--- config.mk ---
export PLATFORM = sky130hd
export DESIGN_NAME = pulse_emulator
export DESIGN_NICKNAME = d
export VERILOG_FILES = /design/src/rtl/pulse_emu_pkg.sv /design/src/rtl/pulse_emu_sat_add.sv /design/src/rtl/pulse_emulator.sv
export SDC_FILE = /design/constraint.sdc
export NUM_CORES = 1
export LEC_CHECK = 0
export ABC_CLOCK_PERIOD_IN_PS = 7500
export CAP_MARGIN = 10
export CORE_AREA = 3 3 316 162
export CTS_CLUSTER_SIZE = 12
export DETAILED_ROUTE_END_ITERATION = 16
export DIE_AREA = 0 0 319 165
export MAX_ROUTING_LAYER = met4
export PLACE_DENSITY = 0.65
export SLEW_MARGIN = 0
export SYNTH_ARGS = -nofsm -noshare
export SYNTH_HDL_FRONTEND = slang
export SYNTH_SLANG_ARGS = --single-unit
--- constraint.sdc ---
create_clock -name rxclk -period 7.5 [get_ports rxclk]
set_input_delay 2.25 -clock rxclk [delete_from_list [all_inputs] [get_ports rxclk]]
set_output_delay 2.25 -clock rxclk [all_outputs]
set_load 0.005 [all_outputs]
--- src/rtl/pulse_emu_pkg.sv ---
// Shared types and helpers for the synthetic ADC pulse source.
package pulse_emu_pkg;

    localparam int SAMPLE_W = 16;

    localparam logic signed [SAMPLE_W-1:0] SAMPLE_MAX = 16'sh7FFF;
    localparam logic signed [SAMPLE_W-1:0] SAMPLE_MIN = 16'sh8000;

    // Gray-ordered so consecutive run states differ by one bit
    typedef enum logic [2:0] {
        ST_IDLE    = 3'b000,
        ST_PULSE_A = 3'b001,
        ST_GAP_AB  = 3'b011,
        ST_PULSE_B = 3'b010,
        ST_GAP_BC  = 3'b110,
        ST_PULSE_C = 3'b111,
        ST_DONE    = 3'b101
    } emu_state_t;

    function automatic logic [2*SAMPLE_W-1:0] pack_pair(input logic [SAMPLE_W-1:0] s);
        return {s, s};
    endfunction

endpackage

--- src/rtl/pulse_emu_sat_add.sv ---
// Signed 16+16 add with clamping to the representable sample range.
module pulse_emu_sat_add
    import pulse_emu_pkg::*;
(
    input  logic signed [SAMPLE_W-1:0] a,
    input  logic signed [SAMPLE_W-1:0] b,
    output logic signed [SAMPLE_W-1:0] sum
);

    logic signed [SAMPLE_W:0] wide;

    assign wide = {a[SAMPLE_W-1], a} + {b[SAMPLE_W-1], b};

    // Top two bits disagree only on overflow; the sign bit tells which way
    always_comb begin
        case (wide[SAMPLE_W:SAMPLE_W-1])
            2'b01:   sum = SAMPLE_MAX;
            2'b10:   sum = SAMPLE_MIN;
            default: sum = wide[SAMPLE_W-1:0];
        endcase
    end

endmodule

--- src/rtl/pulse_emulator.sv ---
// Synthetic 4-channel ADC source: baseline on all channels plus timed
// rectangular pulses on a, b, c for exercising the trigger chain.
module pulse_emulator
    import pulse_emu_pkg::*;
#(
    parameter int ADC_DATA_WIDTH = 16,
    parameter int WAIT_WIDTH     = 32
) (
    input  logic                             rxclk,
    input  logic                             rstn,
    input  logic                             emu_enable,
    input  logic                             start,
    input  logic signed [ADC_DATA_WIDTH-1:0] baseline,
    input  logic signed [ADC_DATA_WIDTH-1:0] amp_a,
    input  logic signed [ADC_DATA_WIDTH-1:0] amp_b,
    input  logic signed [ADC_DATA_WIDTH-1:0] amp_c,
    input  logic [WAIT_WIDTH-1:0]            pulse_width,
    input  logic [WAIT_WIDTH-1:0]            delay_ab,
    input  logic [WAIT_WIDTH-1:0]            delay_bc,
    output logic [2*ADC_DATA_WIDTH-1:0]      adc_data_a,
    output logic [2*ADC_DATA_WIDTH-1:0]      adc_data_b,
    output logic [2*ADC_DATA_WIDTH-1:0]      adc_data_c,
    output logic [2*ADC_DATA_WIDTH-1:0]      adc_data_d,
    output logic                             adc_valid_a,
    output logic                             adc_valid_b,
    output logic                             adc_valid_c,
    output logic                             adc_valid_d,
    output logic                             adc_enable_a,
    output logic                             adc_enable_b,
    output logic                             adc_enable_c,
    output logic                             adc_enable_d,
    output logic                             busy,
    output logic                             done,
    output logic [31:0]                      expected_tof
);

    localparam logic [WAIT_WIDTH-1:0] WAIT_ONE = WAIT_WIDTH'(1);

    emu_state_t                       state_reg, state_next;
    logic [WAIT_WIDTH-1:0]            elapsed_reg, elapsed_next;
    logic signed [ADC_DATA_WIDTH-1:0] base_reg;
    logic signed [ADC_DATA_WIDTH-1:0] amp_reg [3];
    logic [WAIT_WIDTH-1:0]            width_reg, dab_reg, dbc_reg;

    logic [WAIT_WIDTH-1:0]            width_eff, dab_eff, dbc_eff;
    logic                             start_run, last_pulse_clk, in_run_next;
    logic signed [ADC_DATA_WIDTH-1:0] amp_in    [3];
    logic signed [ADC_DATA_WIDTH-1:0] run_amp   [3];
    logic signed [ADC_DATA_WIDTH-1:0] pulse_val [3];
    logic signed [ADC_DATA_WIDTH-1:0] run_base, out_base;

    // Zero width means one clock; delays shorter than a pulse would overlap
    assign width_eff = (width_reg == '0) ? WAIT_ONE : width_reg;
    assign dab_eff   = (dab_reg < width_eff) ? width_eff : dab_reg;
    assign dbc_eff   = (dbc_reg < width_eff) ? width_eff : dbc_reg;

    assign start_run      = (state_reg == ST_IDLE) && emu_enable && start;
    assign last_pulse_clk = (elapsed_reg == width_eff - WAIT_ONE);

    always_comb begin
        state_next   = state_reg;
        elapsed_next = elapsed_reg + WAIT_ONE;
        if (!emu_enable) begin
            state_next   = ST_IDLE;
            elapsed_next = '0;
        end else begin
            case (state_reg)
                ST_IDLE: begin
                    elapsed_next = '0;
                    if (start) state_next = ST_PULSE_A;
                end
                ST_PULSE_A: begin
                    if (last_pulse_clk) begin
                        if (dab_eff == width_eff) begin
                            state_next   = ST_PULSE_B;
                            elapsed_next = '0;
                        end else begin
                            state_next = ST_GAP_AB;
                        end
                    end
                end
                ST_GAP_AB: begin
                    if (elapsed_reg == dab_eff - WAIT_ONE) begin
                        state_next   = ST_PULSE_B;
                        elapsed_next = '0;
                    end
                end
                ST_PULSE_B: begin
                    if (last_pulse_clk) begin
                        if (dbc_eff == width_eff) begin
                            state_next   = ST_PULSE_C;
                            elapsed_next = '0;
                        end else begin
                            state_next = ST_GAP_BC;
                        end
                    end
                end
                ST_GAP_BC: begin
                    if (elapsed_reg == dbc_eff - WAIT_ONE) begin
                        state_next   = ST_PULSE_C;
                        elapsed_next = '0;
                    end
                end
                ST_PULSE_C: begin
                    if (last_pulse_clk) begin
                        state_next   = ST_DONE;
                        elapsed_next = '0;
                    end
                end
                ST_DONE: begin
                    elapsed_next = '0;
                    if (!start) state_next = ST_IDLE;
                end
                default: begin
                    state_next   = ST_IDLE;
                    elapsed_next = '0;
                end
            endcase
        end
    end

    assign in_run_next = (state_next == ST_PULSE_A) || (state_next == ST_GAP_AB) ||
                         (state_next == ST_PULSE_B) || (state_next == ST_GAP_BC) ||
                         (state_next == ST_PULSE_C);

    assign amp_in[0] = amp_a;
    assign amp_in[1] = amp_b;
    assign amp_in[2] = amp_c;

    // On the start clock the shadows are not loaded yet, so use the live inputs
    assign run_base = start_run ? baseline : base_reg;
    assign out_base = in_run_next ? run_base : baseline;

    generate
        for (genvar gi = 0; gi < 3; gi++) begin : g_chan
            assign run_amp[gi] = start_run ? amp_in[gi] : amp_reg[gi];

            pulse_emu_sat_add u_sat_add (
                .a   (run_base),
                .b   (run_amp[gi]),
                .sum (pulse_val[gi])
            );
        end
    endgenerate

    always_ff @(posedge rxclk or negedge rstn) begin
        if (!rstn) begin
            state_reg    <= ST_IDLE;
            elapsed_reg  <= '0;
            base_reg     <= '0;
            amp_reg[0]   <= '0;
            amp_reg[1]   <= '0;
            amp_reg[2]   <= '0;
            width_reg    <= '0;
            dab_reg      <= '0;
            dbc_reg      <= '0;
            adc_data_a   <= '0;
            adc_data_b   <= '0;
            adc_data_c   <= '0;
            adc_data_d   <= '0;
            adc_valid_a  <= 1'b0;
            adc_valid_b  <= 1'b0;
            adc_valid_c  <= 1'b0;
            adc_valid_d  <= 1'b0;
            adc_enable_a <= 1'b0;
            adc_enable_b <= 1'b0;
            adc_enable_c <= 1'b0;
            adc_enable_d <= 1'b0;
            busy         <= 1'b0;
            done         <= 1'b0;
            expected_tof <= '0;
        end else begin
            state_reg   <= state_next;
            elapsed_reg <= elapsed_next;
            if (start_run) begin
                base_reg     <= baseline;
                amp_reg[0]   <= amp_a;
                amp_reg[1]   <= amp_b;
                amp_reg[2]   <= amp_c;
                width_reg    <= pulse_width;
                dab_reg      <= delay_ab;
                dbc_reg      <= delay_bc;
                expected_tof <= 32'(delay_ab);
            end
            adc_data_a   <= pack_pair((state_next == ST_PULSE_A) ? pulse_val[0] : out_base);
            adc_data_b   <= pack_pair((state_next == ST_PULSE_B) ? pulse_val[1] : out_base);
            adc_data_c   <= pack_pair((state_next == ST_PULSE_C) ? pulse_val[2] : out_base);
            adc_data_d   <= pack_pair(out_base);
            adc_valid_a  <= emu_enable;
            adc_valid_b  <= emu_enable;
            adc_valid_c  <= emu_enable;
            adc_valid_d  <= emu_enable;
            adc_enable_a <= emu_enable;
            adc_enable_b <= emu_enable;
            adc_enable_c <= emu_enable;
            adc_enable_d <= emu_enable;
            busy         <= in_run_next;
            if (!emu_enable || start_run) begin
                done <= 1'b0;
            end else if (state_next == ST_DONE) begin
                done <= 1'b1;
            end
        end
    end

endmodule

# --- Word level (Yosys, flattened, before mapping) ---
# Cells that the tools add are included.
totals:
  regBits: 326
  input_bits: 164
  output_inout_bits: 170
  elab_cells: 95
op_classes:
  add_sub_neg: 7
  order_cmp: 2
  eq_ne: 23
  mux: 36
  n_reduce_logical: 11
op_table:
  columns: ["operator", "count"]
  rows:
  - ["$mux 32", 11]
  - ["$eq 32x32->1", 5]
  - ["$pmux 32 s5", 1]
  - ["$mux 16", 8]
  - ["$pmux 16 s2", 3]
  - ["$sub 32x1->32 const B", 3]
  - ["$lt 32x32->1", 2]
  - ["$add 16x16->17", 3]
  - ["$add 32x1->32 const B", 1]
  - ["$logic_not 32->1", 1]
  - ["$mux 3", 8]
  - ["$pmux 3 s7", 1]
  - ["$eq 3x3->1 const B", 6]
  - ["$eq 3x2->1 const B", 4]
  - ["$eq 2x1->1 const B", 3]
  - ["$eq 2x2->1 const B", 3]
  - ["$eq 3x1->1 const B", 2]
  - ["$logic_or 1x1->1", 5]
  - ["$mux 1", 4]
  - ["$logic_not 3->1", 1]
  - ["$logic_and 1x1->1", 2]
  - ["$reduce_bool 2->1", 1]
  - ["$logic_not 1->1", 1]

# --- Depth between registers and ports, before layout ---
depth:
  depth_word: 16
  mapped_depth: 30
  ltp_nobuf: 23

# --- By module ---
# Synthesis repeated with hierarchy kept, for this count alone.
unflattened:
  cells_unflattened: 2655
  area_unflattened_um2: 23520.1
modules_own_cells:
  columns: ["module", "instances", "cells_per_inst", "area_each_um2", "seq_area_each_um2"]
  rows:
  - ["pulse_emulator", 1, 2229, 20382.0, 6556.3]
  - ["pulse_emu_sat_add", 3, 142, 1046.0, 0.0]

# --- Worst setup path after synthesis ---
# Ideal clock, no wire load.
synth_timing:
  path_kind: "input -> register"
  startpoint: "in emu_enable"
  endpoint: "reg adc_data_a[21]"
  setup_ns: 0.079
  t_arrival_ns: 7.408
  required_time_ns: 7.421
  setup_slack_ns: 0.013
  cell_stages: 24
  n_path_buf: 5
  cell_sequence: "clkbuf_1 nand2_1 clkbuf_1 clkbuf_1 mux2_2 ha_1 a21o_1 a21oi_1 o21bai_1 a21oi_1 o21bai_1 a21oi_1 o21bai_1 a2111oi_0 o311ai_0 a21oi_1 xnor2_1 inv_1 ha_1 clkbuf_1 nor2b_1 clkbuf_1 a21oi_1 mux2i_1"
synth_between:
  elab_chain_len: 8
  word_cells_on_any_way: 20
  classes_between: "add/sub: 1; eq/ne: 7; mux: 6; reduce/logical: 6"
synth_rtl:
  columns: ["item", "line", "source"]
  rows:
  - ["start, declared", "pulse_emulator.sv:11", "input logic emu_enable,"]
  - ["parallel branches: the longest is 7 deep, another holds $add 16x16->17", null, null]
  - ["$mux 16 (*)", "pulse_emulator.sv:185", "adc_data_a <= pack_pair((state_next == ST_PULSE_A) ? pulse_val[0] : out_base);"]
  - ["end signal, assigned", "pulse_emulator.sv:185", null]
  - ["end, declared", "pulse_emulator.sv:20", "output logic [2*ADC_DATA_WIDTH-1:0] adc_data_a,"]
# Every way passes the cells marked *.
# A chain may end at the register's enable or synchronous reset.

# --- Worst setup path in the final report ---
layout_timing:
  startpoint: "in start"
  endpoint: "reg adc_data_a[25]"
layout_between:
  word_cells_on_any_way: 22
  classes_between: "add/sub: 1; eq/ne: 7; mux: 9; reduce/logical: 5"
layout_rtl:
  columns: ["item", "line", "source"]
  rows:
  - ["start, declared", "pulse_emulator.sv:12", "input logic start,"]
  - ["$logic_and 1x1->1 (*)", "pulse_emulator.sv:57", "assign start_run = (state_reg == ST_IDLE) && emu_enable && start;"]
  - ["$mux 16 (*)", null, null]
  - ["named net g_chan[0].u_sat_add.a[0]", "pulse_emu_sat_add.sv:5", "input logic signed [SAMPLE_W-1:0] a,"]
  - ["$add 16x16->17 (*)", "pulse_emu_sat_add.sv:12", "assign wide = {a[SAMPLE_W-1], a} + {b[SAMPLE_W-1], b};"]
  - ["$eq 2x2->1 or $eq 2x1->1 (tied branches)", "pulse_emu_sat_add.sv:16", "case (wide[SAMPLE_W:SAMPLE_W-1])"]
  - ["$pmux 16 s2 (*)", "pulse_emu_sat_add.sv:16", null]
  - ["$mux 16 (*)", "pulse_emulator.sv:185", null]
# Mark *: on every way through the listed nets, which the timed path passes. The rest lies on a longest branch.

==> run metrics <==
Worst setup EP type=flop; HPWL Detailed=61370 um; Post-DRT Antenna Nets=0; cell family with most CP delay=compound AO/OA/AOI/OAI gates; commonest register cell after synthesis=dfrtp_1; Die Y=165 um; RD Place Congestion=1.002; vias in the first global route=19567; max-slew violations=0; initial DRC count=1803; Core Area=48430 um^2; Worst R2R Path Depth=25; EDFF count, synth=0; pwr/cell area=about 280 nW/um^2; Final Util=around 56%; CP Data Arrival Time=between 7 and 8 ns; Distinct cells, synth=91; setup bufs post-CTS=0; Overflow after GRT=0; Final period util=92.86%; initial antenna violation count=1; CTS tree=built; minimum clock period=6.965 ns; top area cells in the synthesized netlist=dfrtp_1 (30%), mux2_2 (11%), ha_1 (6.9%), xnor2_1 (5.9%), mux2i_1 (4.2%); PostCTS Resize Cnt=0; Chip Width=319 um; WHS=0.4995 ns; row count=57; CTS Root Cell=clkbuf_16; share of cells above drive strength 1=roughly 17%; post-place setup slack=-0.005629 ns; clk sinks=262; sequential share of the synthesized area=30.04%; Buf/Inv on CP=6; worst reg2reg startpoint=width_reg[14]; r2r setup slk=slightly above 0.8 ns; skew final=approximately 0.025 ns; IO Pins=334; Worst path depth=25; most numerous cell in the Yosys netlist=dfrtp_1; gr usage total=30.32%; CP Data Required Time=8.02 ns; first-pass GRT wire length=119100 um; Synth area leader=dfrtp_1; Synth Cell Area=21820 um^2; endpoints failing setup=0; setup ws final=0.5353 ns; RSZ-0062 raised after global routing=false; synth cell count leaders=dfrtp_1 (262), mux2_2 (212), xnor2_1 (147); cts bufs inserted=28; Syn-to-layout area delta=24.22%; status=finished clean; Peak VDD IR=179.3 uV; Worst Hold Class=reg2reg; multi-input logic area=13700 um^2; P_leak=11.40 nW; clk buf depth=3; Reg clk slew, reported paths=0.06 ns; largest net degree at the start of global routing=approximately 160; Setup TNS=0 ns; Peak Freq=~140 MHz; Fill cells=approximately 4400; PortBufs=333; H-Tree Depth=1; routed vias/inst=5.919; final wirelength=79080 um; flip-flop and latch area=6556 um^2; CP endpoint=adc_data_a[25]; CP dominant cell by count=a21oi_1; Yosys top cell area share=a little under a third; syn nets=2688; post-synthesis average cell area=about 9.1 um^2; worst-skew pair later-pin latency=0.61 ns; max incr delay on CP=between 0.5 and 0.6 ns; max reg flops=48; Yosys reg bits=262; Residual DRC=0; Ys Warns=0; beginning of the critical path=start; FFs w/ async S/R, synth=100.0%; DRT Pass-1 Iters=5; Max stage delay cell, worst path=a2111oi_0; cell count after synthesis=2401; Post-CTS Hold Buffers=0; Starting Density=45.07%; maxcap violations=0; worst-margin pin slew=1.125 ns; Worst R2R End=adc_data_c[22]; Nets=2997; Startpoint Class=primary input; Final Hold Vio Count=0; Worst slew margin=between 20 and 25%; die area=52640 um^2; via count=19993; routed len/inst=23.41 um; Max FO, Critical Path=12; WS Path Type=in2reg
per-layer routing:
layer / vias to the layer above / share of wire (%) / wire (um) / global-route usage [%]
li1: 9245 / - / - / -
met1: 9741 / 42 / 33320 / 38.56
met2: 836 / 47 / 37250 / 49.78
met3: 171 / 6.9 / 5449 / 4.531
met4: 0 / 3.9 / 3054 / 10.57
met5: - / 0 / 0 / -
stage by stage:
step	total power [mW]	std cells	cell area, um^2
after floorplan	4.580	2401	21820
after global placement	6.151	3329	26210
after detailed placement	6.213	3329	26210
after CTS	7.668	3376	27100
after global routing	8.188	3377	27110
final	7.703	3378	27110
final cells by class:
type                            instances  share of cell area (%)
Inverter                              102                   1.412
Tap cell                              649                   2.995
Sequential cell                       262                   24.18
Multi-Input combinational cell       1805                   50.55
Timing Repair Buffer                  511                   17.52
Antenna cell                            2                 0.01846
Clock buffer                           41                   2.912
Clock inverter                          6                  0.4061
placed cells by master (no fill, tap or decap), types with 23 or more instances in the layout:
cell and n:
inv_1 98, mux2_2 212, nor4_1 51, o21ai_0 61, o211ai_1 24, xor2_1 77, nand4_1 56, nor2_1 141
nor2b_1 61, dfrtp_1 262, ha_1 120, buf_4 172, nand2b_1 26, clkbuf_16 28, or3_1 23, nand2_1 98
a21oi_1 144, xnor2_1 147, mux2i_1 92, o22ai_1 42, nand3_1 66, clkdlybuf4s50_1 332, and3_1 25, nor3_1 82
power by group:
| part | switching (mW) | internal [mW] |
|---|---|---|
| clock | 0.624 | 0.796 |
| sequential | 0.336 | 1.66 |
| combinational | 2.29 | 2.00 |
| total | 3.25 | 4.45 |
worst reg2reg max path, cell delays in order, from the launching register on:
cell	delay, ns
dfrtp_1	0.34
clkinv_1	0.25
ha_1	0.42
nand4_1	0.14
nor3_1	0.34
or4b_2	0.71
o311a_1	0.38
nand2_4	0.10
buf_4	0.15
nor2_1	0.05
a21oi_1	0.13
ha_1	0.20
or4b_2	0.71
nor2_1	0.15
nand3_1	0.13
mux2i_1	0.20
xor2_1	0.10
a2111oi_0	0.47
buf_4	0.22
nand4_1	0.09
buf_4	0.19
nor4_4	0.26
a21oi_2	0.06
or3_1	0.43
buf_12	0.19
mux2i_1	0.20
worst min-delay path by stage:
stage                            from  slack, ns  cells past startpoint     endpoint
final                     amp_reg[29]       0.50                      1  amp_reg[29]
after global routing      amp_reg[11]       0.52                      1  amp_reg[11]
after CTS                 amp_reg[46]       0.51                      1  amp_reg[46]
after detailed placement  amp_reg[35]       0.49                      1  amp_reg[35]
after global placement    amp_reg[43]       0.48                      1  amp_reg[43]
after floorplan           amp_reg[23]       0.47                      1  amp_reg[23]
cell families after synthesis:
logic type	synth area share, %
compound gates	13.25
xor+xnor	9.402
fa+ha+maj	7.155
buf+inv	7.487
flops	30.04
mux	15.16
simple gates	17.50
No activity file was read; power rests on OpenSTA's default activity.
